--- config.mk ---
export PLATFORM = sky130hd
export DESIGN_NAME = present_p_layer_flat
export DESIGN_NICKNAME = d
export VERILOG_FILES = /design/src/rtl/present_p_layer_pkg.sv /design/src/rtl/present_p_layer_if.sv /design/src/rtl/present_p_layer_perm.sv /design/src/rtl/present_p_layer.sv /design/src/flat_wrapper.sv
export SDC_FILE = /design/constraint.sdc
export NUM_CORES = 1
export LEC_CHECK = 0
export CORE_MARGIN = 2
export CORE_UTILIZATION = 43
export CTS_CLUSTER_SIZE = 12
export DETAILED_ROUTE_END_ITERATION = 10
export GPL_ROUTABILITY_DRIVEN = 0
export HOLD_SLACK_MARGIN = 0.03
export MAX_ROUTING_LAYER = met4
export PLACE_DENSITY = 0.95
export SLEW_MARGIN = 5
export SYNTH_ARGS = -nofsm -noshare
export SYNTH_HDL_FRONTEND = slang
export SYNTH_SLANG_ARGS = --single-unit
export TNS_END_PERCENT = 1
--- constraint.sdc ---
create_clock -name clock -period 1.9 [get_ports clock]
set_input_delay 0.38 -clock clock [delete_from_list [all_inputs] [get_ports clock]]
set_output_delay 0.38 -clock clock [all_outputs]
set_load 0.01 [all_outputs]
--- src/rtl/present_p_layer_pkg.sv ---
// Shared PRESENT constants and the pLayer bit-index map, used by the
// forward and inverse permutation layers.
package present_pkg;

  localparam int PRESENT_BLOCK_W = 64;
  localparam int PRESENT_NIBBLES = 16;

  // Destination bit of input bit i; the top bit is the only one the
  // modulo form cannot reach, so it maps to itself explicitly.
  function automatic int p_index(input int i);
    if (i == PRESENT_BLOCK_W - 1) begin
      return i;
    end
    return (16 * i) % (PRESENT_BLOCK_W - 1);
  endfunction

endpackage

--- src/rtl/present_p_layer_if.sv ---
// State/strobe bundle between the S-box layer (master) and the pLayer
// register (slave).
interface present_p_layer_if;
  import present_pkg::*;

  logic [PRESENT_BLOCK_W-1:0] state;
  logic                       enable_in;
  logic [PRESENT_BLOCK_W-1:0] out;
  logic                       enable_out;

  modport master (output state, output enable_in, input out, input enable_out);
  modport slave  (input state, input enable_in, output out, output enable_out);

endinterface

--- src/rtl/present_p_layer_perm.sv ---
// Fixed 64-bit pLayer wiring, no gates. Latency: 0 (combinational).
// Backpressure: none; output follows the input continuously.
module present_p_perm
  import present_pkg::*;
(
  input  logic [PRESENT_BLOCK_W-1:0] perm_in,
  output logic [PRESENT_BLOCK_W-1:0] perm_out
);

  for (genvar i = 0; i < PRESENT_BLOCK_W; i++) begin : g_bit
    assign perm_out[p_index(i)] = perm_in[i];
  end

endmodule

--- src/rtl/present_p_layer.sv ---
// Registered PRESENT pLayer. Latency: 1 cycle from enable_in to out/enable_out.
// Backpressure: none; every strobe is captured, back-to-back strobes allowed.
module present_p_layer
  import present_pkg::*;
(
  input  logic              clock,
  input  logic              reset_n,
  present_p_layer_if.slave  p_if
);

  logic [PRESENT_BLOCK_W-1:0] perm_w;
  logic [PRESENT_BLOCK_W-1:0] out_d;
  logic [PRESENT_BLOCK_W-1:0] out_q;
  logic                       enable_out_d;
  logic                       enable_out_q;

  present_p_perm u_perm (
    .perm_in  (p_if.state),
    .perm_out (perm_w)
  );

  always_comb begin
    out_d        = out_q;
    enable_out_d = p_if.enable_in;
    if (p_if.enable_in) begin
      out_d = perm_w;
    end
  end

  always_ff @(posedge clock or negedge reset_n) begin
    if (!reset_n) begin
      out_q        <= '0;
      enable_out_q <= 1'b0;
    end else begin
      out_q        <= out_d;
      enable_out_q <= enable_out_d;
    end
  end

  assign p_if.out        = out_q;
  assign p_if.enable_out = enable_out_q;

endmodule

--- src/flat_wrapper.sv ---
// flat-port wrapper written by rule: the top's interface ports become plain ports
module present_p_layer_flat import present_pkg::*;
  (clock, reset_n, p_if_state, p_if_enable_in, p_if_out, p_if_enable_out);
  present_p_layer_if p_if_i ();
  input  logic clock;
  input  logic reset_n;
  input wire logic [$bits(p_if_i.state)-1:0] p_if_state;
  input wire logic [$bits(p_if_i.enable_in)-1:0] p_if_enable_in;
  output wire logic [$bits(p_if_i.out)-1:0] p_if_out;
  output wire logic [$bits(p_if_i.enable_out)-1:0] p_if_enable_out;
  assign p_if_i.state = p_if_state;
  assign p_if_i.enable_in = p_if_enable_in;
  assign p_if_out = p_if_i.out;
  assign p_if_enable_out = p_if_i.enable_out;
  present_p_layer u_core (.clock(clock), .reset_n(reset_n), .p_if(p_if_i));
endmodule
==> flow_summary.ini <==
[clocking]
cts_tree = built
insertion_delay_ns = 0.32
cts_setup_buffers = 0
cts_buffers = 9
clock_path_buffers = 2
clk_pin_slew_ns = 0.07
clock-sinks = 65
cts-htree-levels = 3
cts_resized = 0
clock-root-buffer = clkbuf_8

[setup_path]
critPathMaxFanout = 2
reg2reg_slack_ns = 1.10
cp_slowest_cell = clkdlybuf4s50_1
cpLargestDelayFamily = buffers and inverters
critPathRequiredTime_ns = 1.52
crit_type = register to output pin
worstPathArrival_ns = 1.26
setup.worst_path.start_class = register
slowest_delay_ns = 0.56
path_cells = clkdlybuf4s50_1
crit_buf_inv = 1
end_kind = output pin

[sta]
hold_viol = 0
tightestPinTransition_ns = 0.4780
max_slew_margin = 0.6814
finalMaxSlewViolations = 0
period_share = 0.8627
setup_violations = 0
fin_skew_ns = 0
setup_tns_ns = 0
fin_crit_ns = 1.639
rsz0062_at_grt = no
worst_slack_ns = 0.2609
fmaxAchievable_ghz = 0.6101

[grt]
grt_start_max_net_pins = 66
grt.total_usage = 0.1799
grt_pass1_wl_um = 9494
grt-ovfl-total = 0
grt_pass1_vias = 1829
grt_antenna_before_repair = 0

[cells_and_area]
syn2layout_area_growth_pct = 56.46
stdcell_count = 355
fill_cells = 420
drive_gt1_frac = 0.3036
finalNetCount = 342
fin_util = 0.7061
diodes = 0

[placed_design]
placed_cells = 338
place_ws_ns = 0.4867
io_buffers = 131
hpwl_um = 4131

[power]
vdd_ir_drop_max_mv = 0.4509
power.density_nw_per_um2 = 853.9
p_total_mw = 3.612
leakage_nw = 1.909

[drt]
ant_nets = 0
viasPerCell = 4.721
drc = 0
routed_wl_um = 5768
drtPass1Iterations = 4
drt_iter0_drc = 43
vias = 1676
routedWlPerCell_um = 16.25

[die]
fp-row-count = 28
die-area_um2 = 6938
start_util = 0.4513
die_h_um = 83.30
die_x_um = 83.30
io_pins = 132
core_region_area_um2 = 5991

[logic_synthesis]
yosys.area.top_type = dfrtp_1
synth_area_leaders = dfrtp_1 60%, mux2_4 33%, buf_12 4.4%
synth_edf_count = 0
syn_nets = 203
ys.flop_type = dfrtp_1
syn_inst = 136
ys_seq_area_frac = 0.6016
yosysUniqueCellTypes = 5
ys_seq_elements = 65
synthArstFlopShare = 1.000
synth_top_cells_by_count = 65 x dfrtp_1, 60 x mux2_4, 6 x buf_12, 4 x mux2_2, 1 x buf_6
avgSynthCellArea_um2 = 19.88
synth_area_um2 = 2704
synthDominantCellAreaShare = 0.6016
yosysMostFrequentCell = dfrtp_1
yosys_warnings = 0

[run]
cap_violations = 0

[status]
status = finished, final reports clean

[min_path]
hp-class = input pin to async pin
==> routing by layer <==
layer	global-route usage	share of wire
met1	0.2302	0.44
met3	0.04672	0.068
met4	0.06259	0.012
met2	0.2793	0.48
met5	-	0
==> cells by family (layout without fill, tap and decap cells) <==
kind of cell,after synthesis,in the layout,synth area share
buffers and inverters,7,151,0.04859
flip-flops,65,65,0.6016
multiplexers,64,64,0.3498
==> flip-flops by register name, summed over array words and instances (netlist names) <==
name	cells
u_core.p_if.enable_out	1
u_core.p_if.out	64
==> path summary, 6_finish.rpt <==
kind	from	endpoint	cells after the start
max	u_core.p_if.out[24]	p_if_out[24]	1
min	reset_n	u_core.p_if.out[25]	2
max reg2reg	u_core.p_if.out[48]	u_core.p_if.out[48]	1
min reg2reg	u_core.p_if.out[2]	u_core.p_if.out[2]	1
max in group asynchronous	reset_n	u_core.p_if.out[49]	3
min in group clock	u_core.p_if.out[2]	u_core.p_if.out[2]	1
==> per-stage QoR <==
| stage | hold slack (ns) | area (µm²) |
|---|---|---|
| after floorplan | 0.08441 | 2704 |
| after global placement | 0.1683 | 4005 |
| after detailed placement | 0.1721 | 4005 |
| after CTS | 0.3749 | 4230 |
| after global routing | 0.3900 | 4230 |
| final | 0.3919 | 4230 |
==> cell type report <==
cell class                 count  area (µm²)  area share
multi-input combinational     64       945.9      0.2236
clock inverter                 4       50.05     0.01183
timing repair buffer         135        1349      0.3188
clock buffer                  12       165.2     0.03904
sequential                    65        1627      0.3845
tap                           75       93.84     0.02218
==> report_power, final <==
group	switching, mW	internal, mW
logic	0.248	0.548
registers	0.0816	1.52
clock network	0.502	0.711
==> layout by cell type, fill, tap and decap left out <==
cell             netlist  layout
bufinv_16              0       1
buf_2                  0       1
clkinv_2               0       1
dfrtp_1               65      65
clkbuf_8               0      12
clkinvlp_4             0       2
clkdlybuf4s50_1        0     129
buf_4                  0       3
mux2_4                60      60
mux2_2                 4       4
buf_12                 6       1
dlygate4sd3_1          0       1
==> what timing repair did <==
action,in CTS,in global routing
setup endpoints to repair,0,0
endpoints found under the hold margin,1,0
hold buffers,1,0
(Power assumes the default switching activity.)
